**config.mk**
```make
export PLATFORM = sky130hd
export DESIGN_NAME = m_clk_div
export DESIGN_NICKNAME = d
export VERILOG_FILES = /design/src/rtl/m_clk_div_pkg.sv /design/src/rtl/m_buf.sv /design/src/rtl/m_clk_div.sv
export SDC_FILE = /design/constraint.sdc
export NUM_CORES = 1
export LEC_CHECK = 0
export ABC_AREA = 1
export CAP_MARGIN = 20
export CORE_UTILIZATION = 52
export DETAILED_ROUTE_END_ITERATION = 10
export PLACE_DENSITY = 0.77
export SYNTH_ARGS = -nofsm -noshare
export SYNTH_HDL_FRONTEND = slang
export SYNTH_HIERARCHICAL = 1
export SYNTH_SLANG_ARGS = --single-unit
export TNS_END_PERCENT = 20
```
**constraint.sdc**
```tcl
create_clock -name clk -period 1.31 [get_ports clk]
set_input_delay 0.3275 -clock clk [delete_from_list [all_inputs] [get_ports clk]]
set_output_delay 0.3275 -clock clk [all_outputs]
set_load 0.05 [all_outputs]
```
**src/rtl/m_clk_div_pkg.sv**
```systemverilog
// ---------------------------------------------------------------------------
// m_clk_div_pkg
// Shared types and constants for the programmable even-ratio clock divider.
//   state_e    : divider sequencer states
//   DIV_W_DEF  : default width of the ratio code
// ---------------------------------------------------------------------------
package m_clk_div_pkg;

    localparam int DIV_W_DEF = 4;

    // PARK : output held low, counter idle
    // LO   : counting through a low phase
    // HI   : counting through a high phase
    // STOP : final low phase before parking (enable was dropped during HI)
    typedef enum logic [1:0] {
        PARK = 2'd0,
        LO   = 2'd1,
        HI   = 2'd2,
        STOP = 2'd3
    } state_e;

endpackage

```
**src/rtl/m_buf.sv**
```systemverilog
// ---------------------------------------------------------------------------
// m_buf
// Clock buffer wrapper placed on the divided clock output. This behavioural
// body stands in for the technology cell; a library-specific variant swaps
// in here without touching the divider.
//   A : clock input (straight from a flop)
//   Z : buffered clock output
// ---------------------------------------------------------------------------
module m_buf (
    input  logic A,
    output logic Z
);

    assign Z = A;

endmodule

```
**src/rtl/m_clk_div.sv**
```systemverilog
// ---------------------------------------------------------------------------
// m_clk_div
// Programmable even-ratio clock divider. Divide factor = 2*(code+1).
// Ratio and enable changes only take effect at the end of a complete low
// phase, so the output never produces a shortened high pulse.
// Ports:
//   clk       : source clock, rising edge
//   rst_n     : asynchronous active-low reset
//   en        : 1 = run, 0 = park output low after the current low phase
//   cfg_req   : request to load cfg_div (accepted when cfg_busy = 0)
//   cfg_div   : new ratio code
//   cfg_busy  : ratio update pending; further requests ignored
//   cfg_ack   : one-cycle pulse when the new ratio becomes active
//   running   : 1 while the divider is toggling
//   rise_stb  : one-cycle pulse in the first cycle clk_out is high
//   clk_out   : divided clock, through the m_buf instance
// ---------------------------------------------------------------------------
module m_clk_div
    import m_clk_div_pkg::*;
#(
    parameter int DIV_W       = DIV_W_DEF,
    parameter int DEFAULT_DIV = 0
) (
    input  logic             clk,
    input  logic             rst_n,
    input  logic             en,
    input  logic             cfg_req,
    input  logic [DIV_W-1:0] cfg_div,
    output logic             cfg_busy,
    output logic             cfg_ack,
    output logic             running,
    output logic             rise_stb,
    output logic             clk_out
);

    localparam logic [DIV_W-1:0] DIV_RST = DIV_W'(DEFAULT_DIV);

    state_e             state_q,     state_d;
    logic [DIV_W-1:0]   cnt_q,       cnt_d;
    logic [DIV_W-1:0]   div_cur_q,   div_cur_d;
    logic [DIV_W-1:0]   div_nxt_q,   div_nxt_d;
    logic               clk_q,       clk_d;
    logic               busy_q,      busy_d;
    logic               ack_q,       ack_d;
    logic               running_q,   running_d;
    logic               rise_q,      rise_d;
    logic               stop_pend_q, stop_pend_d;

    logic               term;
    logic               apply;

    // Terminal count of the current phase; cnt never exceeds div_cur, so
    // the increment below cannot wrap.
    assign term = (cnt_q == div_cur_q);

    always_comb begin
        state_d     = state_q;
        cnt_d       = cnt_q;
        div_cur_d   = div_cur_q;
        div_nxt_d   = div_nxt_q;
        clk_d       = clk_q;
        busy_d      = busy_q;
        ack_d       = 1'b0;
        rise_d      = 1'b0;
        stop_pend_d = stop_pend_q;
        apply       = 1'b0;

        // Accept a new ratio only when nothing is pending.
        if (cfg_req && !busy_q) begin
            div_nxt_d = cfg_div;
            busy_d    = 1'b1;
        end

        unique case (state_q)
            PARK: begin
                cnt_d       = '0;
                clk_d       = 1'b0;
                stop_pend_d = 1'b0;
                apply       = busy_q;
                if (en) begin
                    state_d = LO;
                end
            end

            LO, STOP: begin
                if (term) begin
                    // End of a low phase: the only point a ratio may change.
                    cnt_d = '0;
                    apply = busy_q;
                    if (state_q == LO && en) begin
                        clk_d   = 1'b1;
                        rise_d  = 1'b1;
                        state_d = HI;
                    end else begin
                        state_d = PARK;
                    end
                end else begin
                    cnt_d = cnt_q + DIV_W'(1);
                end
            end

            HI: begin
                // Remember an enable drop anywhere in the high phase; the
                // high phase itself always runs to completion.
                if (!en) begin
                    stop_pend_d = 1'b1;
                end
                if (term) begin
                    cnt_d       = '0;
                    clk_d       = 1'b0;
                    stop_pend_d = 1'b0;
                    state_d     = (stop_pend_q || !en) ? STOP : LO;
                end else begin
                    cnt_d = cnt_q + DIV_W'(1);
                end
            end

            default: begin
                state_d = PARK;
                cnt_d   = '0;
                clk_d   = 1'b0;
            end
        endcase

        if (apply) begin
            div_cur_d = div_nxt_q;
            busy_d    = 1'b0;
            ack_d     = 1'b1;
        end

        running_d = (state_d != PARK);
    end

    always_ff @(posedge clk or negedge rst_n) begin
        if (!rst_n) begin
            state_q     <= PARK;
            cnt_q       <= '0;
            div_cur_q   <= DIV_RST;
            div_nxt_q   <= DIV_RST;
            clk_q       <= 1'b0;
            busy_q      <= 1'b0;
            ack_q       <= 1'b0;
            running_q   <= 1'b0;
            rise_q      <= 1'b0;
            stop_pend_q <= 1'b0;
        end else begin
            state_q     <= state_d;
            cnt_q       <= cnt_d;
            div_cur_q   <= div_cur_d;
            div_nxt_q   <= div_nxt_d;
            clk_q       <= clk_d;
            busy_q      <= busy_d;
            ack_q       <= ack_d;
            running_q   <= running_d;
            rise_q      <= rise_d;
            stop_pend_q <= stop_pend_d;
        end
    end

    assign cfg_busy = busy_q;
    assign cfg_ack  = ack_q;
    assign running  = running_q;
    assign rise_stb = rise_q;

    // clk_q feeds the buffer directly so the output clock is glitch-free.
    m_buf i_clk_out_buf (
        .A (clk_q),
        .Z (clk_out)
    );

endmodule

```
======== Word level (Yosys, flattened, before mapping) ========
Cells that the tools add are included.
storage, ports and cells
  register bits ........................... 20
  bits of input ports ..................... 8
  word-level logic and storage cells ...... 55
cells by class
  add/sub/neg operators ................... 1
  eq/ne operators ......................... 8
  muxes and demuxes ....................... 23
  reduce and logical (&&, ||, !) cells .... 13
operators by type and width
  cell                   number
  $mux W1                12
  $mux W2                5
  $pmux W4 S2            1
  $ne A2 B2 Y1 const B   3
  $pmux W2 S3            1
  $reduce_bool A2 Y1     3
  $add A4 B1 Y4 const B  1
  $eq A2 B2 Y1 const B   2
  $eq A4 B4 Y1           1
  $mux W4                1
  $pmux W1 S2            2
  $ne A3 B3 Y1 const B   1
  $pmux W1 S3            1
  $reduce_and A3 Y1      1
  $reduce_or A3 Y1       1
  $eq A2 B1 Y1 const B   1
  $logic_and A1 B1 Y1    2
  $logic_not A1 Y1       2
  $logic_not A2 Y1       1
  $reduce_and A2 Y1      1
  $reduce_or A2 Y1       1
  $logic_or A1 B1 Y1     1

======== Depth between registers and ports, before layout ========
Gate-level depths: netlist of the first run.
  depth in word-level cells ............... 6
  depth in mapped cells ................... 9
  mapped depth without buffers ............ 9

======== Hierarchy ========
Netlist of the first run, hierarchy kept.
modules (own cells, without submodules)
  module     times used  cells an instance  area an instance (um^2)  sequential area each (um^2)
  m_clk_div  1           104                952.2                    500.5
  m_buf      1           1                  7.5                      0.0

======== Worst setup path after synthesis of the first run ========
Ideal clock, no wire load.
  path kind ............................... register to register
  start point ............................. register busy_q, in the netlist cfg_busy
  end point ............................... register div_nxt_q[0]
  setup time .............................. 0.125 ns
  arrival ................................. 1.223 ns
  data required time ...................... 1.185 ns
  path slack .............................. -0.038 ns
  stages on the path, launching flop included .. 4
  path buffers ............................ 0
  period minus slack after synthesis ...... 1.348 ns
  path through ............................ dfrtp_1 -> inv_1 -> nand2_1 -> mux2_2
on the way
  cells in the longest elaborated chain, start to end .. 2
ends and longest elaborated chain
  what                    RTL line          source
  start, declared         m_clk_div.sv:43   logic busy_q, busy_d;
  start signal, assigned  m_clk_div.sv:152  busy_q <= busy_d;
  $logic_not A1 Y1        m_clk_div.sv:69   if (cfg_req && !busy_q) begin
  $logic_and A1 B1 Y1     m_clk_div.sv:69
  end signal, assigned    m_clk_div.sv:150  div_nxt_q <= div_nxt_d;
  end, declared           m_clk_div.sv:41   logic [DIV_W-1:0] div_nxt_q, div_nxt_d;
Every way passes these cells.
A chain may end at the register's enable or synchronous reset.

======== Final worst setup path of the first run ========
  start point ............................. register cnt_q[0]
  end point ............................... register div_cur_q[0]
on the way
  cells in the longest elaborated chain, start to end .. 3
ends and longest elaborated chain
  what                    RTL line          source
  start, declared         m_clk_div.sv:39   logic [DIV_W-1:0] cnt_q, cnt_d;
  start signal, assigned  m_clk_div.sv:148  cnt_q <= cnt_d;
  $eq A4 B4 Y1            m_clk_div.sv:54   assign term = (cnt_q == div_cur_q);
  $mux W1                 m_clk_div.sv:86   if (term) begin
  $pmux W1 S2             m_clk_div.sv:74   unique case (state_q)
  end signal, assigned    m_clk_div.sv:149  div_cur_q <= div_cur_d;
  end, declared           m_clk_div.sv:40   logic [DIV_W-1:0] div_cur_q, div_cur_d;
Every way passes these cells.

==> results of run 1 <==
-- final cells by class --
type	count	share of cell area, %
clock buffers	4	2.92
multi-input cells	65	31.7
inverters	19	5.73
flip-flops and latches	20	40.4
well taps	25	2.52
repair buffers	17	16.7
-- registers in the layout (all words and copies together), names as in the netlist, 2 cells and up --
name       cells
div_cur_q      4
cnt_q          4
state_q        2
div_nxt_q      4
-- critical path, stage by stage (launching register included) --
cell	delay, ns
sky130_fd_sc_hd__dfrtp_1	0.42
sky130_fd_sc_hd__nand2_1	0.11
sky130_fd_sc_hd__nand2_2	0.07
sky130_fd_sc_hd__nor2_4	0.15
sky130_fd_sc_hd__nand2_4	0.10
sky130_fd_sc_hd__nand2_8	0.10
sky130_fd_sc_hd__nand2_4	0.07
sky130_fd_sc_hd__nand2_1	0.07
sky130_fd_sc_hd__nand2_1	0.05
-- routing by layer --
layer / up-vias / track usage, %
met3: 2 / 3.60
met1: 338 / 24.5
met5: - / 0
li1: 363 / -
met4: 0 / 6.06
met2: 7 / 31.9
-- Yosys cell counts --
cell type / number / area (um2)
sky130_fd_sc_hd__nand2_1: 23 / 86.3
sky130_fd_sc_hd__dfrtp_1: 20 / 500
sky130_fd_sc_hd__inv_1: 13 / 48.8
sky130_fd_sc_hd__nand3_1: 7 / 35.0
sky130_fd_sc_hd__nor2_1: 7 / 26.3
sky130_fd_sc_hd__inv_2: 6 / 22.5
sky130_fd_sc_hd__nand2_2: 5 / 31.3
sky130_fd_sc_hd__mux2_2: 4 / 45.0
sky130_fd_sc_hd__nand2_4: 4 / 45.0
sky130_fd_sc_hd__nor2_4: 3 / 33.8
sky130_fd_sc_hd__nor3_1: 3 / 15.0
sky130_fd_sc_hd__a21oi_1: 2 / 10.0
sky130_fd_sc_hd__nor2_2: 2 / 12.5
sky130_fd_sc_hd__buf_4: 1 / 7.51
sky130_fd_sc_hd__ha_1: 1 / 12.5
sky130_fd_sc_hd__nand4_1: 1 / 6.26
sky130_fd_sc_hd__o21ai_0: 1 / 5.00
sky130_fd_sc_hd__o31ai_1: 1 / 7.51
sky130_fd_sc_hd__xnor2_1: 1 / 8.76
-- logic make-up after synthesis --
logic type,after synthesis
xor+xnor,1
fa+ha+maj,1
buf+inv,20
simple gates,55
compound gates,4
flops,20
mux,4
-- report_power, final --
group / switching [uW] / leakage, uW / internal [uW]
clock network: 175 / 0.0000210 / 169
registers: 246 / 0.000242 / 911
logic: 1050 / 0.000374 / 775
total: 1470 / 0.000637 / 1850
-- through the flow --
step | TNS, ns | util, % | total power [uW] | setup WS, ns | cells
2_1_floorplan | 0 | - | 2390 | 0.112 | 105
3_3_place_gp | -0.337 | 68.2 | 2850 | -0.0690 | 144
3_5_place_dp | -0.477 | 68.2 | 2910 | -0.0943 | 144
4_1_cts | 0 | 70.3 | 3250 | 0.0317 | 148
5_1_grt | -0.0676 | 72.0 | 3580 | -0.0166 | 150
6_report | 0 | 72.0 | 3320 | 0.0808 | 150
-- what timing repair did --
item / 4_1_cts / 5_1_grt
buffers inserted: 0 / 2
gates resized for setup: 0 / 3
setup endpoints to repair: 0 / 8
-- worst min-delay path by stage --
stage                 startpoint           end  slack (ns)
global placement    div_cur_q[1]  div_cur_q[1]        0.49
global route               rst_n  div_nxt_q[2]        0.40
finish                     rst_n      cnt_q[1]        0.37
detailed placement  div_cur_q[1]  div_cur_q[1]        0.49
floorplan                  rst_n       cfg_ack        0.03
CTS                        rst_n      cnt_q[2]        0.37
==> results by stage, run 1 <==
Floorplan:
- In this run the horizontal extent of the chip is between 40 and 50 um.
- The number of top-level pins is 13.
- From bottom edge to top edge, the die measures around 45 um.
- The area of the core region is 0.00173 mm2.
- The floorplan step defined a die boundary enclosing approximately 0.0020 mm2.
- The initial core utilization is approximately 56%.
- The floorplan has 15 rows.

Final layout:
- Summing all multi-input logic gate instances after layout gives slightly below 400 um2.
- The combined flip-flop and latch cell area is about 500 um2.
- The repair_antennas step left the layout with diodes totalling 0.
- Leaving out fill and tap cells, the most frequent cell in the layout is sky130_fd_sc_hd__nand2_1.
- The library cells used most frequently in the layout, excluding fill and tap cells, are 23 x sky130_fd_sc_hd__nand2_1, 18 x sky130_fd_sc_hd__dfrtp_1, 13 x sky130_fd_sc_hd__inv_1.
- The share of post-route cells with drive strength above 1 is 32.0%.
- Summing all non-filler instances in the final layout gives an area of about 0.0012 mm2.
- For this run, the post-layout net count is 135.
- The fill cell total of the finished layout is ~140.
- The post-synthesis to final-layout area growth is 29.6%.

Global routing:
- The first global-routing pass estimated between 2 and 3 mm of wire.
- The leftover overflow at the end of global routing is 0.
- The total track usage is 18.9%.
- Entering global routing, the biggest net connects 21 pins.
- The number of antenna violations at the first check in global routing was 0.
- The number of global-route vias before repair is around 700.

Route:
- Summed over all nets, wire length on met2 after detailed routing comes to a little under 900 um.
- The ratio of routed vias to standard cells is 4.73.
- The count of nets left with antenna violations once routing finished came out at 0.
- For this block, the initial DRC count from the detailed router was 8.
- The total number of vias is 710.
- The post-route met1 wirelength is between 700 and 800 um.
- Summed over all layers, the routed wires come to 1.65 mm.
- Signal routing reaches up to met4.
- The post-detailed-route wirelength per cell is 11.0 um.
- In the routed design, unresolved DRC markers number 0.
- The first-pass iteration count of the detailed router is 4.
- After detailed routing, the met3 layer carries around 36 um of wire.

Outcome:
- The flow ran to the end, and the final reports show no timing, DRC or antenna violations.

Place:
- The half-perimeter wire length of the detailed placement result is 1.29 mm.
- The cell area after placement is about 0.0012 mm2.
- The count of buffers from port buffering is 12.
- Routability-driven placement finished with a final weighted congestion of around 0.8.

Synth:
- By area, the combinational part of the netlist is dominated by simple AND/OR/NAND/NOR gates.
- After synthesis, flip-flops and latches occupy 52.2% of the total area.
- In this run the mean area of a mapped cell was roughly 9.1 um2.
- Summing the areas of all compound-gate instances in the mapped netlist gives under 10% of the synthesized area.
- The number of nets produced by synthesis is approximately 110.
- The count of different cell masters after synthesis is 19.
- After Yosys synthesis, full adders, half adders and majority gates account for 1.30% of the synthesized area.
- The total of flip-flops plus latches after synthesis is 20.
- The parity-gate share of the synthesized area counting xor and xnor cells is less than 1%.
- The number of instances in the synthesized netlist is 105.
- The netlist area before placement is 960 um2.
- The synthesized-area fraction occupied by and/or/nand/nor cells is a little under a third.
- Yosys printed 6 warnings.
- The proportion of synthesized area in mux cells is 4.69%.

Critical path:
- In this run the critical register-to-register path is captured at div_cur_q[0].
- The worst setup path is of the register to register kind.
- The critical path data arrival time is between 1 and 1.5 ns.
- The launch point of the worst reg-to-reg path is cnt_q[0].
- At the worst endpoint, the required time is ~1.5 ns.
- The depth of the worst register-to-register path is 8.
- The setup slack on the worst flop-to-flop path is between 0.08 and 0.09 ns.
- Tracing the worst setup path back leads to its startpoint at cnt_q[0].
- The critical path endpoint is div_cur_q[0].
- The maximum fanout along the worst path is 6.
- The worst setup path is captured at a register.
- The launching element type of the critical path is a register.

Timing:
- The number of hold violations in the final report came to 0.
- Setup violations remaining at the end of the flow were counted as 0.
- Between clock sinks in the finished design, the worst skew comes to around 0.0018 ns.
- The fraction of the cycle the final worst path needs is a little over nine tenths.
- The fmax is ~810 MHz.
- The worst slew slack as a fraction of its limit is around 82%.
- The post-route minimum period is between 1 and 1.5 ns.
- The actual transition at the worst max-transition pin is between 0.2 and 0.3 ns.
- Hold timing on the final database bottoms out at a slack of around 0.37 ns.
- The final count of pins violating max slew is 0.

Clocking:
- CTS built an H-tree with a depth of 1.
- The TritonCTS clock tree is built.
- For the worst-skew pair, the clock arrives at the later sink with an insertion delay of 0.29 ns.
- The post-cts hold buffer count is 0.
- The maximum number of buffers from clock root to sink is 2.
- The clock root buffer master is sky130_fd_sc_hd__clkbuf_4.
- Clock tree synthesis inserted a total of 3 buffers.
- After clock tree synthesis, the clock-pin slew on the worst setup and hold paths is around 0.11 ns.
- The total clock sinks is 20.

Power and ir drop:
- The leakage power figure is 0.000637 uW.
- The worst-case IR drop observed on VDD is about 2200 uV.
- The total power divided by cell area is about 2700 mW/mm2.

Job:
- Across the run, the number of max-cap violations was 0.

Hold path:
- The path class of the lowest-slack min-delay path is input port to asynchronous set/reset pin.
Note: power is estimated with default switching activity, not from simulation.
==> run 2: changes to the inputs <==
CORE_MARGIN = 2   (was unset)
CORE_UTILIZATION = 56   (was 52)
PLACE_DENSITY = 0.82   (was 0.77)
clock period = 1.5 ns   (was 1.31 ns; I/O delays follow)
==> results by stage, run 2 (synthesized netlist as in run 1, its figures left out) <==
Route:
- The first-pass iteration count of the detailed router is 4.
- Using the TritonRoute via totals, the vias-per-cell ratio works out to ~5.3.
- Dividing the detail-routed wire length by the instance count gives between 10 and 15 um.
- The remaining antenna violation count after routing is 0.
- The total number of vias is ~730.
- The total routed wirelength is about 1.7 mm.
- After detailed routing, the number of remaining DRC violations is 0.
- In this run, the number of DRC markers left after iteration 0 of detailed routing was 17.

Global routing:
- The total track usage is a little over a fifth.
- The number of antenna violations at the first check in global routing is 0.
- The number of global-route vias before repair is ~730.
- The leftover overflow at the end of global routing is 0.
- Entering global routing, the biggest net connects 21 pins.
- The first global-routing pass estimated just over 3 mm of wire.

Clocking:
- The number of setup buffers added after CTS is 0.
- The clock transition at the register clock pins on the worst setup and hold paths after CTS is between 0.1 and 0.15 ns.
- The post-cts hold buffer count is 0.
- The clock root buffer master is sky130_fd_sc_hd__clkbuf_4.
- In this run, CTS created clock tree buffers numbering 3.
- Counting along the longest clock path gives a buffer depth of 2.
- TritonCTS built the clock tree.
- At the later pin of the worst-skew pair, clock insertion delay measures ~0.30 ns.
- CTS built an H-tree with a depth of 1.
- After clock tree synthesis, the repair step resized 0 gates.
- The total clock sinks is 20.

Place:
- The count of buffers from port buffering is 12.
- The cell area after placement is ~0.0011 mm2.
- The half-perimeter wire length of the detailed placement result is approximately 1.3 mm.
- Routability-driven placement finished with a final weighted congestion of about 0.8.

Critical path:
- The worst register-to-register path ends at running.
- The critical path data arrival time is 0.90 ns.
- The required time of the critical path is ~1.1 ns.
- Of all nets on the critical path, the largest fanout is 3.
- In this run the critical register-to-register path is launched from cnt_q[1].
- The worst setup path is launched from a register.
- The largest stage delay on the critical path is about 0.44 ns.
- The signal on the critical path passes through buf_12.
- The critical path is of the register to output pin type.
- The worst register-to-register path has a depth of 9.
- Grouping stages by cell kind, the critical path spends the most delay in flip-flops.
- Counting both buffers and inverters, the worst setup path holds a total of 1.
- The worst setup path is captured at an output pin.
- Tracing the worst setup path back leads to its startpoint at cfg_busy.
- The master of the slowest instance on the critical path is sky130_fd_sc_hd__dfrtp_1.
- Setup slack on the worst reg-to-reg path comes out at about 0.22 ns.

Timing:
- Setup repair after global routing left no endpoint under its margin.
- The setup-violating endpoint count in the final report is 0.
- The worst path uses ~85% of the clock period.
- The number of hold violations in the final report is 0.
- Between clock sinks in the finished design, the worst skew comes to between 0.0015 and 0.002 ns.
- The actual transition at the worst max-transition pin is 0.264 ns.
- The fmax is 784 MHz.
- The post-route minimum period is 1.28 ns.
- The final count of pins violating max slew was 0.
- The post-route setup TNS is 0 ns.
- The worst slew slack as a fraction of its limit is between 80% and 90%.

Floorplan:
- The die covers 0.00206 mm2.
- The area of the core region is about 0.0016 mm2.
- For this configuration, the core starts out at a cell density of roughly 60%.
- From left edge to right edge, the die measures roughly 45 um.
- The floorplan has 14 rows.
- The die is ~45 um tall.
- Pin placement for this block handled 13 I/O pins.

Final layout:
- The layout has roughly 110 filler cells.
- The library cells used most frequently in the layout, excluding fill and tap cells, are 23 x sky130_fd_sc_hd__nand2_1, 20 x sky130_fd_sc_hd__dfrtp_1, 13 x sky130_fd_sc_hd__inv_1.
- The most common library cell in the layout ignoring fill and taps is sky130_fd_sc_hd__nand2_1.
- In the final layout, flip-flops and latches occupy approximately 500 um2.
- 0 antenna diodes ended up in the layout.
- In the final design database the tool counted approximately 130 nets.
- Relative to the synthesized area, the layout overhead comes to 23.6%.
- The share of post-route cells with drive strength above 1 is between 20% and 30%.
- The largest registers in the layout are cnt_q x4, div_cur_q x4, div_nxt_q x4.
- Summing all multi-input logic gate instances after layout gives roughly 380 um2.
- With fillers left out, the area of the finished cells amounts to 0.00119 mm2.

Job:
- Max-cap violations in this run came to 0.

Hold path:
- In this run the worst hold path is classified as input port to asynchronous set/reset pin.

Power and ir drop:
- For this design the static power due to leakage is roughly 0.00062 uW.
- Across the VDD grid, the largest voltage drop is 1390 uV.
- The total power divided by cell area is 2390 mW/mm2.

Outcome:
- The flow ran to the end, and the final reports show no timing, DRC or antenna violations.
==> run 2: cell types whose count changed in the layout (fill, tap and decap cells not counted), sizes merged <==
cell | before | now
buf | 10 | 6
==> run 2: cell type report <==
| cell class | instances | area share (%) |
|---|---|---|
| flip-flops and latches | 20 | 42.2 |
| multi-input cells | 65 | 32.1 |
| repair buffers | 13 | 15.0 |
| inverters | 19 | 6.01 |
| clock buffers | 4 | 3.06 |
| well taps | 16 | 1.69 |
==> run 2: how the worst max path moves through the flow <==
stage / endpoint / slack [ns] / depth (start not counted)
floorplan: div_nxt_q[0] / 0.15 / 3
global placement: div_nxt_q[3] / 0.08 / 3
detailed placement: running / 0.04 / 6
CTS: running / 0.22 / 9
global route: div_cur_q[0] / 0.13 / 9
finish: cfg_busy / 0.22 / 1
==> run 2: report_power, final <==
group	switching [uW]	internal, uW	total, uW
combinational	896	610	1510
clock	165	148	314
sequential	225	789	1010
==> run 2: stage by stage <==
step / total power [uW] / util [%] / worst slack (ns) / hold WS (ns) / instances
2_1_floorplan: 2080 / - / 0.152 / 0.0794 / 105
3_3_place_gp: 2450 / 73.8 / 0.0794 / 0.481 / 133
3_5_place_dp: 2520 / 73.8 / 0.0398 / 0.487 / 133
4_1_cts: 2850 / 76.1 / 0.215 / 0.397 / 137
5_1_grt: 3050 / 76.1 / 0.128 / 0.407 / 137
6_report: 2830 / 76.1 / 0.225 / 0.394 / 137
==> run 2: per-layer routing <==
| metal | track usage (%) | up-vias | share of wire [%] |
|---|---|---|---|
| met3 | 4.76 | 6 | 3.9 |
| met5 | 0 | - | 0 |
| met2 | 33.5 | 15 | 51 |
| met1 | 26.8 | 357 | 43 |
| met4 | 12.9 | 0 | 1.8 |
| li1 | - | 350 | - |
==> run 3: changes to the inputs <==
PLACE_DENSITY = 0.81   (was 0.82)
==> results by stage, run 3 (synthesized netlist as in run 1, its figures left out) <==
Critical path:
- The launching element of the worst setup path is cfg_busy.
- The kind of cell with the highest combined delay on the critical path is flip-flops.
- STA classifies the critical path endpoint as an output pin.
- In this run the worst path has a maximum fanout of 3.
- Data on the critical path is required at its endpoint by ~1.1 ns.
- The launching element type of the critical path is a register.
- The depth of the worst register-to-register path is 9.
- In this run the critical register-to-register path is launched from cnt_q[1].
- The critical setup path kind is register to output pin.
- Data on the critical path arrives at its endpoint at slightly above 0.9 ns.
- On the critical path, the stage with the largest delay is an instance of sky130_fd_sc_hd__dfrtp_1.
- For this run, the slowest stage of the critical path takes around 0.45 ns.
- The critical path buffer and inverter count is 1.
- The worst register-to-register path has a setup slack of approximately 0.20 ns.
- The capture point of the worst reg-to-reg path is div_cur_q[0].
- Walking the worst path, the cells encountered are buf_12.

Power and ir drop:
- The worst ir drop on vdd is between 1500 and 2000 uV.
- Power spread over the standard cell area amounts to 2400 mW/mm2.
- The total power draw is roughly 2900 uW.
- The leakage power figure is 0.000617 uW.

Timing:
- Setup violations remaining at the end of the flow were counted as 0.
- For the pin with the worst max-slew slack, the measured transition is ~0.3 ns.
- Subtracting the final worst setup slack from the clock period gives 1.30 ns.
- Headroom to the max-slew limit came out at around 80%.
- Clock skew on the completed layout was measured at approximately 0.0022 ns.
- The final count of pins violating max slew is 0.
- The fraction of the cycle the final worst path needs is 86.6%.
- Final hold analysis gives a worst-case slack of roughly 0.4 ns.
- Setup total negative slack on the finished layout was measured at 0 ns.
- Timing would allow up to just under 800 MHz.
- Setup repair after global routing left no endpoint under its margin.
- The number of hold violations in the final report is 0.

Global routing:
- Entering global routing, the biggest net connects 21 pins.
- After global routing the overflow that remains totals 0.
- The number of global-route vias before repair is 672.
- The total track usage is between 20% and 30%.
- The first global-routing pass estimated a little under 3 mm of wire.
- The number of antenna violations at the first check in global routing is 0.

Final layout:
- The largest registers in the layout are cnt_q x4, div_cur_q x4, div_nxt_q x4.
- The share of post-route cells with drive strength above 1 is between 20% and 30%.
- The most common library cell in the layout ignoring fill and taps is sky130_fd_sc_hd__nand2_1.
- The repair_antennas step left the layout with diodes totalling 0.
- The fill cell total of the finished layout is ~110.
- The library cells used most frequently in the layout, excluding fill and tap cells, are 23 x sky130_fd_sc_hd__nand2_1, 20 x sky130_fd_sc_hd__dfrtp_1, 13 x sky130_fd_sc_hd__inv_1.
- Compared with the post-synthesis result, the final layout area differs by 23.6%.
- The net count of the finished layout is roughly 130.

Route:
- The post-detailed-route wirelength per cell is about 13 um.
- Dividing the detail-routed via count by the number of cells gives between 5 and 6.
- The remaining antenna violation count after routing is 0.
- Wires add up to roughly 1.8 mm.
- In this run, the number of DRC markers left after iteration 0 of detailed routing was 14.
- Detailed routing inserted a total of approximately 720 vias.
- The first detailed-routing pass ran for 4 iterations.
- The final routed DRC violation total is 0.

Floorplan:
- The initial core utilization is 61.6%.
- The floorplan row count is 14.
- Measured along the x axis, the die boundary spans roughly 45 um.
- The vertical die dimension is 45.4 um.
- After floorplanning, the core was sized to cover ~0.0016 mm2.
- For this design the top-level I/O count stands at 13.
- The die covers between 0.002 and 0.0025 mm2.

Hold path:
- The worst hold path belongs to the class input port to asynchronous set/reset pin.

Clocking:
- The depth of the CTS H-tree is 1.
- The post-cts hold buffer count is 0.
- The clock passes through at most 2 buffers.
- The number of setup buffers added after CTS is 0.
- For the worst-skew pair, the clock arrives at the later sink with an insertion delay of 0.31 ns.
- The number of clock buffers inserted by TritonCTS is 3.
- The total clock sinks is 20.
- The TritonCTS clock tree is built.
- Post-CTS repair changed the size of 0 cells.
- Clock-pin slew was measured on the worst setup and hold paths at 0.11 ns.
- The clock root buffer master is sky130_fd_sc_hd__clkbuf_4.

Outcome:
- The run finished with clean final reports.

Place:
- The half-perimeter wire length of the detailed placement result is approximately 1.4 mm.
- The count of buffers from port buffering is 12.
- At the end of routability-driven placement, the weighted congestion stood at between 0.7 and 0.8.

Job:
- The number of max-cap violations is 0.
==> run 3: where the power goes <==
part	total [uW]	switching [uW]	internal, uW
Sequential	1020	233	789
Combinational	1510	902	611
Clock	314	166	148
Total	2850	1300	1550
==> run 3: worst max path at each step <==
stage	end	slack [ns]	cells after the start
floorplan	div_nxt_q[0]	0.15	3
global placement	div_nxt_q[2]	0.08	3
detailed placement	running	-0.05	7
CTS	div_cur_q[0]	0.19	9
global route	div_cur_q[0]	0.08	9
finish	cfg_busy	0.20	1
==> run 3: cell type report <==
cell class / instances / area [um2] / area share (%)
clock buffer: 4 / 36.3 / 3.06
inverter: 19 / 71.3 / 6.01
multi-input combinational: 65 / 380 / 32.1
sequential: 20 / 500 / 42.2
tap: 16 / 20.0 / 1.69
timing repair buffer: 13 / 178 / 15.0
==> run 3: metrics by stage <==
| step | cell area, um2 | setup slack, ns | instances | utilization [%] |
|---|---|---|---|---|
| after global routing | 1190 | 0.0788 | 137 | 76.1 |
| after detailed placement | 1150 | -0.0549 | 133 | 73.8 |
| after floorplan | 960 | 0.152 | 105 | - |
| after CTS | 1190 | 0.189 | 137 | 76.1 |
| after global placement | 1150 | 0.0789 | 133 | 73.8 |
| final | 1190 | 0.202 | 137 | 76.1 |
==> run 3: per-layer routing <==
layer	vias up	GRT usage, %	routed length (um)
met2	18	34.4	941
met5	-	0	0
li1	356	-	-
met1	341	26.4	771
met4	0	7.06	36
met3	4	2.38	51
